==> src/rtl/psum_triple_issuer_if.sv <==
// Bus bundle for the partial-sum triple issuer.
// Groups the upstream triple handshake and the three downstream lane handshakes.
//   in_data/in_valid/in_ready         : packed triple in, {psum2, psum1, psum0}
//   outN_data/outN_valid/outN_ready   : lane N toward the psum adder, N = 0..2
// Modport master is the issuer's view: it takes the upstream triple and drives the lanes.
// Modport slave is the surrounding environment's view: the collector side plus the adder side.
interface psum_triple_issuer_if #(
    parameter int unsigned DWIDTH = 8
) ();
    logic [3*DWIDTH-1:0] in_data;
    logic                in_valid;
    logic                in_ready;
    logic [DWIDTH-1:0]   out0_data;
    logic [DWIDTH-1:0]   out1_data;
    logic [DWIDTH-1:0]   out2_data;
    logic                out0_valid;
    logic                out1_valid;
    logic                out2_valid;
    logic                out0_ready;
    logic                out1_ready;
    logic                out2_ready;

    modport master (
        input  in_data, in_valid, out0_ready, out1_ready, out2_ready,
        output in_ready, out0_data, out1_data, out2_data,
               out0_valid, out1_valid, out2_valid
    );

    modport slave (
        output in_data, in_valid, out0_ready, out1_ready, out2_ready,
        input  in_ready, out0_data, out1_data, out2_data,
               out0_valid, out1_valid, out2_valid
    );
endinterface

==> src/rtl/psum_triple_issuer.sv <==
// Partial-sum triple issuer: buffers packed triples in a small FIFO and issues
// each one on three independent valid/ready lanes. The next triple is loaded
// only once all three lanes of the current one have handshaken (fork/join).
// Ports:
//   clk          : system clock, rising edge
//   reset        : synchronous active-high reset
//   bus          : psum_triple_issuer_if.master (input triple + three output lanes)
//   triple_count : number of fully issued triples, wraps modulo 2^COUNT_W
//   busy         : FIFO non-empty or any lane still pending
module psum_triple_issuer #(
    parameter int unsigned DWIDTH  = 8,
    parameter int unsigned DEPTH   = 2,
    parameter int unsigned COUNT_W = 16
) (
    input  logic                    clk,
    input  logic                    reset,
    psum_triple_issuer_if.master    bus,
    output logic [COUNT_W-1:0]      triple_count,
    output logic                    busy
);
    localparam int unsigned AW = (DEPTH > 1) ? $clog2(DEPTH) : 1;
    localparam int unsigned TW = 3 * DWIDTH;

    typedef enum logic {
        IDLE  = 1'b0,
        ISSUE = 1'b1
    } state_t;

    state_t                   state;
    state_t                   state_nxt;
    logic [2:0]               pend;
    logic [2:0]               pend_nxt;
    logic [2:0]               ready_vec;
    logic [2:0]               pend_left;
    logic                     push;
    logic                     pop;
    logic                     complete;
    logic                     full;

    logic [TW-1:0]            mem [DEPTH];
    logic [AW-1:0]            wr_ptr;
    logic [AW-1:0]            rd_ptr;
    logic [AW:0]              fifo_count;
    logic [2:0][DWIDTH-1:0]   lane_data;

    // Acceptance depends only on registered occupancy; a full FIFO never takes a
    // triple even when a pop happens in the same cycle.
    assign full         = (fifo_count == (AW+1)'(DEPTH));
    assign bus.in_ready = !reset && !full;
    assign push         = bus.in_valid && bus.in_ready;

    assign ready_vec = {bus.out2_ready, bus.out1_ready, bus.out0_ready};
    // Lanes still outstanding after this edge's handshakes.
    assign pend_left = pend & ~ready_vec;

    assign bus.out0_valid = pend[0];
    assign bus.out1_valid = pend[1];
    assign bus.out2_valid = pend[2];
    assign bus.out0_data  = lane_data[0];
    assign bus.out1_data  = lane_data[1];
    assign bus.out2_data  = lane_data[2];

    assign busy = (fifo_count != '0) || (pend != 3'b000);

    // State register.
    always_ff @(posedge clk) begin
        if (reset) begin
            state <= IDLE;
            pend  <= 3'b000;
        end else begin
            state <= state_nxt;
            pend  <= pend_nxt;
        end
    end

    // Next state: load from IDLE, join the lanes in ISSUE and reload without a bubble.
    always_comb begin
        state_nxt = state;
        pend_nxt  = pend;
        pop       = 1'b0;
        complete  = 1'b0;
        case (state)
            IDLE: begin
                if (fifo_count != '0) begin
                    pop       = 1'b1;
                    pend_nxt  = 3'b111;
                    state_nxt = ISSUE;
                end
            end
            ISSUE: begin
                pend_nxt = pend_left;
                if (pend_left == 3'b000) begin
                    complete = 1'b1;
                    if (fifo_count != '0) begin
                        pop      = 1'b1;
                        pend_nxt = 3'b111;
                    end else begin
                        state_nxt = IDLE;
                    end
                end
            end
            default: begin
                state_nxt = IDLE;
                pend_nxt  = 3'b000;
            end
        endcase
    end

    // FIFO storage; contents need no reset since pointers and count gate every read.
    always_ff @(posedge clk) begin
        if (push) begin
            mem[wr_ptr] <= bus.in_data;
        end
    end

    // FIFO pointers, occupancy, lane registers and the issued-triple counter.
    always_ff @(posedge clk) begin
        if (reset) begin
            wr_ptr       <= '0;
            rd_ptr       <= '0;
            fifo_count   <= '0;
            lane_data    <= '0;
            triple_count <= '0;
        end else begin
            if (push) begin
                wr_ptr <= wr_ptr + AW'(1);
            end
            if (pop) begin
                rd_ptr    <= rd_ptr + AW'(1);
                lane_data <= mem[rd_ptr];
            end
            case ({push, pop})
                2'b10:   fifo_count <= fifo_count + (AW+1)'(1);
                2'b01:   fifo_count <= fifo_count - (AW+1)'(1);
                default: fifo_count <= fifo_count;
            endcase
            if (complete) begin
                triple_count <= triple_count + COUNT_W'(1);
            end
        end
    end
endmodule
==> src/flat_wrapper.sv <==
// flat-port wrapper written by rule: the top's interface ports become plain ports
module psum_triple_issuer_flat 
#(
    parameter int unsigned DWIDTH  = 8,
    parameter int unsigned DEPTH   = 2,
    parameter int unsigned COUNT_W = 16
)
  (clk, reset, triple_count, busy, bus_in_data, bus_in_valid, bus_out0_ready, bus_out1_ready, bus_out2_ready, bus_in_ready, bus_out0_data, bus_out1_data, bus_out2_data, bus_out0_valid, bus_out1_valid, bus_out2_valid);
  psum_triple_issuer_if #(.DWIDTH(DWIDTH)) bus_i ();
  input  logic clk;
  input  logic reset;
  output logic [COUNT_W-1:0] triple_count;
  output logic busy;
  input wire logic [$bits(bus_i.in_data)-1:0] bus_in_data;
  input wire logic [$bits(bus_i.in_valid)-1:0] bus_in_valid;
  input wire logic [$bits(bus_i.out0_ready)-1:0] bus_out0_ready;
  input wire logic [$bits(bus_i.out1_ready)-1:0] bus_out1_ready;
  input wire logic [$bits(bus_i.out2_ready)-1:0] bus_out2_ready;
  output wire logic [$bits(bus_i.in_ready)-1:0] bus_in_ready;
  output wire logic [$bits(bus_i.out0_data)-1:0] bus_out0_data;
  output wire logic [$bits(bus_i.out1_data)-1:0] bus_out1_data;
  output wire logic [$bits(bus_i.out2_data)-1:0] bus_out2_data;
  output wire logic [$bits(bus_i.out0_valid)-1:0] bus_out0_valid;
  output wire logic [$bits(bus_i.out1_valid)-1:0] bus_out1_valid;
  output wire logic [$bits(bus_i.out2_valid)-1:0] bus_out2_valid;
  assign bus_i.in_data = bus_in_data;
  assign bus_i.in_valid = bus_in_valid;
  assign bus_i.out0_ready = bus_out0_ready;
  assign bus_i.out1_ready = bus_out1_ready;
  assign bus_i.out2_ready = bus_out2_ready;
  assign bus_in_ready = bus_i.in_ready;
  assign bus_out0_data = bus_i.out0_data;
  assign bus_out1_data = bus_i.out1_data;
  assign bus_out2_data = bus_i.out2_data;
  assign bus_out0_valid = bus_i.out0_valid;
  assign bus_out1_valid = bus_i.out1_valid;
  assign bus_out2_valid = bus_i.out2_valid;
  psum_triple_issuer #(.DWIDTH(DWIDTH), .DEPTH(DEPTH), .COUNT_W(COUNT_W)) u_core (.clk(clk), .reset(reset), .bus(bus_i), .triple_count(triple_count), .busy(busy));
endmodule
==> config.mk <==
export PLATFORM = sky130hd
export DESIGN_NAME = psum_triple_issuer_flat
export DESIGN_NICKNAME = d
export VERILOG_FILES = /design/src/rtl/psum_triple_issuer_if.sv /design/src/rtl/psum_triple_issuer.sv /design/src/flat_wrapper.sv
export SDC_FILE = /design/constraint.sdc
export NUM_CORES = 1
export LEC_CHECK = 0
export ABC_AREA = 1
export BUFFER_PORTS_ARGS = -buffer_cell sky130_fd_sc_hd__buf_2
export CORE_MARGIN = 8
export CORE_UTILIZATION = 35
export DETAILED_ROUTE_END_ITERATION = 7
export SYNTH_ARGS = -nofsm -noshare
export SYNTH_HDL_FRONTEND = slang
export SYNTH_SLANG_ARGS = --single-unit
==> constraint.sdc <==
create_clock -name clk -period 2.68 [get_ports clk]
set_clock_uncertainty 0.05 [all_clocks]
set_input_delay 0.402 -clock clk [delete_from_list [all_inputs] [get_ports clk]]
set_output_delay 0.402 -clock clk [all_outputs]
set_load 0.1 [all_outputs]
# Yosys cells after proc, flatten, opt, wreduce, memory -nomap -nowiden
# Memory sizes are Yosys's and may differ from the RTL's. A register that Yosys moved wholly into a read port is not among the register bits.
# Cells that the tools add are included.
op_classes:
  add_sub_neg: 5
  eq_ne: 4
  muxes: 14
  n_bitwise: 3
  n_reduce_logical: 9
op_table:
  columns: ["op", "n"]
  rows:
  - ["16-bit by 1-bit adder with 16-bit output, second input constant", 1]
  - ["3-bit 2-to-1 mux", 3]
  - ["1-bit 2-to-1 mux", 7]
  - ["3-bit one-hot mux with 2 select lines", 1]
  - ["2-bit equality test, second input constant", 2]
  - ["1-bit one-hot mux with 2 select lines", 2]
  - ["2-bit one-hot mux with 2 select lines", 1]
  - ["2-bit nonzero test", 2]
  - ["3-bit AND", 1]
  - ["3-bit logical NOT", 1]
  - ["3-bit inverter", 1]
  - ["3-bit nonzero test", 1]
  - ["1-bit adder, second input constant", 2]
  - ["2-bit by 1-bit adder with 2-bit output, second input constant", 1]
  - ["2-bit by 1-bit equality test with 1-bit output, second input constant", 1]
  - ["1-bit logical AND", 2]
  - ["1-bit logical NOT", 2]
  - ["2-bit by 1-bit != test with 1-bit output, second input constant", 1]
  - ["2-bit by 1-bit subtractor with 2-bit output, second input constant", 1]
  - ["1-bit logical OR", 1]
  - ["1-bit inverter", 1]
totals:
  register_bits: 24
  ramBits: 48
  out_inout_bits: 45
  elab_cells: 42
  memories: 1
mem_list:
  columns: ["memory", "depth", "width", "read_ports", "rd_ports_with_merged_regs", "wr", "line_no", "rtl"]
  rows:
  - ["u_core.mem", 2, 24, 1, 1, 1, "psum_triple_issuer.sv:40", "logic [TW-1:0] mem [DEPTH];"]

# Depth between registers and ports, before layout
logic_depth:
  word_depth: 7
  depth_mapped: 15
  depth_no_buf: 14

# Worst setup path before layout
# Ideal clock, no wire load.
synth_path:
  path_kind: "input-to-reg"
  from: "input reset"
  to: "memory u_core.mem[0][0] (netlist name) (enable)"
  setup_ns: 0.405
  t_arrival_ns: 3.554
  t_required_ns: 2.225
  path_slack_ns: -1.329
  path_stages: 4
  n_path_buf: 1
  path_cell_list: "buf_2 > a21oi_1 > nand2_1 > nor2_1"
synth_between:
  elab_chain_cells: 5
synth_rtl:
  columns: ["element", "line_no", "rtl"]
  rows:
  - ["start, declared", "flat_wrapper.sv:11", "input logic reset;"]
  - ["1-bit logical NOT", "psum_triple_issuer.sv:49", "assign bus.in_ready = !reset && !full;"]
  - ["1-bit logical AND", "psum_triple_issuer.sv:49", null]
  - ["net bus_in_ready", "flat_wrapper.sv:19", "output wire logic [$bits(bus_i.in_ready)-1:0] bus_in_ready;"]
  - ["1-bit logical AND", "psum_triple_issuer.sv:50", "assign push = bus.in_valid && bus.in_ready;"]
  - ["1-bit 2-to-1 mux", "psum_triple_issuer.sv:111", "if (push) begin"]
  - ["1-bit 2-to-1 mux (not written as such)", "psum_triple_issuer.sv:112", "mem[wr_ptr] <= bus.in_data;"]
  - ["end, declared", "psum_triple_issuer.sv:40", null]
# The timed path passes the listed nets, and every way through them passes these cells.

# Final worst setup path
layout_path:
  from: "register u_core.pend[0]"
  to: "register u_core.fifo_count[1]"
layout_between:
  elab_chain_cells: 6
  elab_cells_between_ends: 8
layout_rtl:
  columns: ["element", "line_no", "rtl"]
  rows:
  - ["start, declared", "psum_triple_issuer.sv:31", "logic [2:0] pend;"]
  - ["start signal, assigned", "psum_triple_issuer.sv:72", "pend <= pend_nxt;"]
  - ["3-bit AND *", "psum_triple_issuer.sv:54", "assign pend_left = pend & ~ready_vec;"]
  - ["3-bit logical NOT *", "psum_triple_issuer.sv:92", "if (pend_left == 3'b000) begin"]
  - ["1-bit 2-to-1 mux *", "psum_triple_issuer.sv:92", null]
  - ["1-bit one-hot mux with 2 select lines *", "psum_triple_issuer.sv:82", "case (state)"]
  - ["2-bit by 1-bit equality test with 1-bit output or 2-bit equality test (tied branches)", "psum_triple_issuer.sv:132", "case ({push, pop})"]
  - ["2-bit one-hot mux with 2 select lines or 2-bit nonzero test (tied branches)", null, null]
  - ["end signal, assigned", "psum_triple_issuer.sv:133", "2'b10: fifo_count <= fifo_count + (AW+1)'(1);"]
  - ["end signal, assigned", "psum_triple_issuer.sv:134", "2'b01: fifo_count <= fifo_count - (AW+1)'(1);"]
  - ["end signal, assigned", "psum_triple_issuer.sv:135", "default: fifo_count <= fifo_count;"]
  - ["end, declared", "psum_triple_issuer.sv:43", "logic [AW:0] fifo_count;"]
# Every way passes the cells marked *; elsewhere a longest branch is shown, timed or not.
# A chain may end at the register's enable or synchronous reset.

==> results.sh <==
export IMPL_crit_required_ps=2930
export IMPL_ir_drop_v=0.000780
export IMPL_ff2ff_path_depth=13
export IMPL_grt_pass1_wl_microns=13800
export IMPL_layout_min_cycle_time_ps=2170
export IMPL_placedCellCount=607
export IMPL_final_period_utilization_pct=81.1
export IMPL_diodes=0
export IMPL_wl_per_cell_microns=13.4
export IMPL_track_usage_pct=12.0
export IMPL_drive_gt1_share_pct=22.2
export IMPL_reg2reg_from="u_core.pend[0]"
export IMPL_synthMostInstantiatedCell="nand2_1"
export IMPL_maxSlewHeadroom_pct=65.7
export IMPL_antenna_found_initial=1
export IMPL_antenna_left=0
export IMPL_initial_utilization_pct=35.4
export IMPL_ys_seq_area_share_pct=63.4
export IMPL_dieArea_sq_um=14400
export IMPL_grt_setup_unrepaired="false"
export IMPL_drt_iter0_markers=107
export IMPL_clock_sinks=96
export IMPL_whs_endpoint="u_core.mem[0][17]"
export IMPL_synth_top_area_cell="edfxtp_1"
export IMPL_mappedNetlistArea_sq_um=3790
export IMPL_cap_violations=0
export IMPL_arrival_ps=2420
export IMPL_cts_hold_buf=0
export IMPL_synthArstFlopShare_pct=0
export IMPL_row_count=38
export IMPL_routed_wl_microns=8350
export IMPL_postCtsSetupBuffers=0
export IMPL_numCtsBuffers=9
export IMPL_synth_area_per_cell_sq_um=9.37
export IMPL_hp_class="input port to register"
export IMPL_r2r_end="u_core.fifo_count[1]"
export IMPL_firstDrtPassIters=4
export IMPL_worst_hold_startpoint="bus_in_data[17]"
export IMPL_endpoint_kind="register"
export IMPL_clk_insertion_delay_late_ps=360
export IMPL_status="completed"
export IMPL_setup_tns_ps=0
export IMPL_dp_hpwl_microns=5880
export IMPL_avgViaCountPerCell=4.59
export IMPL_synth_top_area_share_pct=38.1
export IMPL_critPathMaxFanout=26
export IMPL_ys_ff_latch=96
export IMPL_synth_cell_types=26
export IMPL_cts_tree="built"
export IMPL_fmax_ghz=0.460
export IMPL_grt_max_degree=29
export IMPL_vias=2854
export IMPL_fin_cells=622
export IMPL_clk_path_buf_depth=2
export IMPL_syn2layout_area_growth_pct=17.2
export IMPL_synth_nets=436
export IMPL_place_congestion=0.823
export IMPL_netlist_top_cells_area="edfxtp_1 38%, dfxtp_1 25%, nand2_1 9.8%"
export IMPL_synthFlopType="edfxtp_1"
export IMPL_crit_type="register to register"
export IMPL_finalMaxSlewViolations=0
export IMPL_finalHoldViolCount=0
export IMPL_grt_pass1_vias=2838
export IMPL_syn_inst=404
export IMPL_die_w_microns=120
export IMPL_power_density_nw_per_um2=1280
export IMPL_synth_edff_count=48
export IMPL_route_detailed_drc=0
export IMPL_critPathTopFamily="simple AND/OR/NAND/NOR gates"
export IMPL_cts_resized_gates=0
export IMPL_h_tree_depth=3
export IMPL_place_port_buffers=74
export IMPL_yosysWarnings=0
export IMPL_path_cells="nand2_2 > nand2_4 > inv_2 > nand2_1 > nand2_2 > nand2_4 > inv_4 > ha_1 > a21oi_1 > o21ai_0 > inv_1 > o21ai_0 > a21oi_1"
export IMPL_io_pins=75
export IMPL_start_kind="register"
export IMPL_r2r_slack_ps=510
export IMPL_crit_slowest_cell="dfxtp_1"
export IMPL_tightest_slew_ps=519
export IMPL_die_h_microns=120
export IMPL_cp_slowest_stage_delay_ps=400
export IMPL_cellLeakagePower_nw=1.92
export IMPL_core_sq_um=10700
export IMPL_final_nets=510
export IMPL_setup_viol=0
export IMPL_cts_root_buf="clkbuf_8"
export IMPL_cts_clk_slew_worst_paths_ps=90
export IMPL_worst_path_stages=13
export IMPL_hold_depth=1
export IMPL_grt_overflow=0
export IMPL_path_buf_inv=3
export IMPL_ys_top_cells_by_count="99 x nand2_1, 73 x nor2_1, 48 x dfxtp_1, 48 x edfxtp_1, 29 x o21ai_0"
==> report_power, final <==
part           switching, mW  internal (mW)  leakage, nW
clock                  0.493          0.327       0.0801
sequential             0.180           1.84        0.834
combinational           2.38          0.465         1.01
total                   3.05           2.63         1.92
==> registers in the layout, summed over array words and instances (netlist names) <==
register	count
u_core.bus.out0_data	8
u_core.bus.out1_data	8
u_core.bus.out2_data	8
u_core.fifo_count	2
u_core.mem	48
u_core.pend	3
u_core.rd_ptr	1
u_core.state	1
u_core.triple_count	16
u_core.wr_ptr	1
==> cells by family after synthesis <==
family,after synthesis,synth area share [%]
buffers and inverters,43,5.48
xor gates and xnor gates,1,0.231
adders and majority gates,2,0.661
DFF,96,63.4
and+or+nand+nor,208,22.8
AOI/OAI and AO/OA,54,7.37
==> routing by layer <==
| metal | track usage [%] | up-vias | part of all wire (%) |
|---|---|---|---|
| met1 | 13.2 | 1316 | 41 |
| met2 | 20.2 | 54 | 50 |
| met3 | 4.18 | 14 | 7.5 |
| met4 | 5.93 | 2 | 2.0 |
| met5 | 0 | - | 0.12 |
| li1 | - | 1468 | - |
==> metrics by stage <==
step	utilization (%)	worst slack (ps)	total power [mW]	hold slack, ps	cell area, sq um
after CTS	41.5	477	5.73	157	4440
after global placement	40.0	447	4.90	410	4280
after global routing	41.5	270	6.00	154	4440
final	41.5	507	5.68	168	4440
after floorplan	-	124	4.52	428	3800
after detailed placement	40.0	340	4.93	423	4280
==> worst max-delay path by stage <==
stage,from,end
floorplan,u_core.pend[0],u_core.fifo_count[1]
global placement,bus_out0_ready,u_core.fifo_count[1]
detailed placement,bus_out0_ready,u_core.fifo_count[1]
CTS,u_core.pend[0],u_core.fifo_count[1]
global route,u_core.fifo_count[0],u_core.fifo_count[1]
finish,u_core.pend[0],u_core.fifo_count[1]
==> cell type report <==
cell class	count	area [sq um]
Clock buffer	9	124
Clock inverter	6	37.5
Fill cell	1088	6260
Inverter	28	108
Multi-Input combinational cell	265	1190
Sequential cell	96	2400
Tap cell	140	175
Timing Repair Buffer	78	400
==> worst register-to-register path, stage by stage (launching register included) <==
cell and delay (ps):
dfxtp_1 400, nand2_2 100, nand2_4 90, inv_2 50
nand2_1 70, nand2_2 70, nand2_4 250, inv_4 190
ha_1 360, a21oi_1 120, o21ai_0 90, inv_1 80
o21ai_0 70, a21oi_1 130
==> layout by cell type (no fill, tap or decap), drive strengths merged <==
cell and count:
nand2 105, buf 78, nor2 74, dfxtp 48
edfxtp 48, o21ai 36, inv 28, a21oi 15
nor3 11, nand3 11, clkbuf 9, clkinv 5
nand4 4, a31oi 2, and3 2, ha 2
nor3b 1, o21a 1, xor2 1, clkinvlp 1
Note: power is estimated with default switching activity, not from simulation.
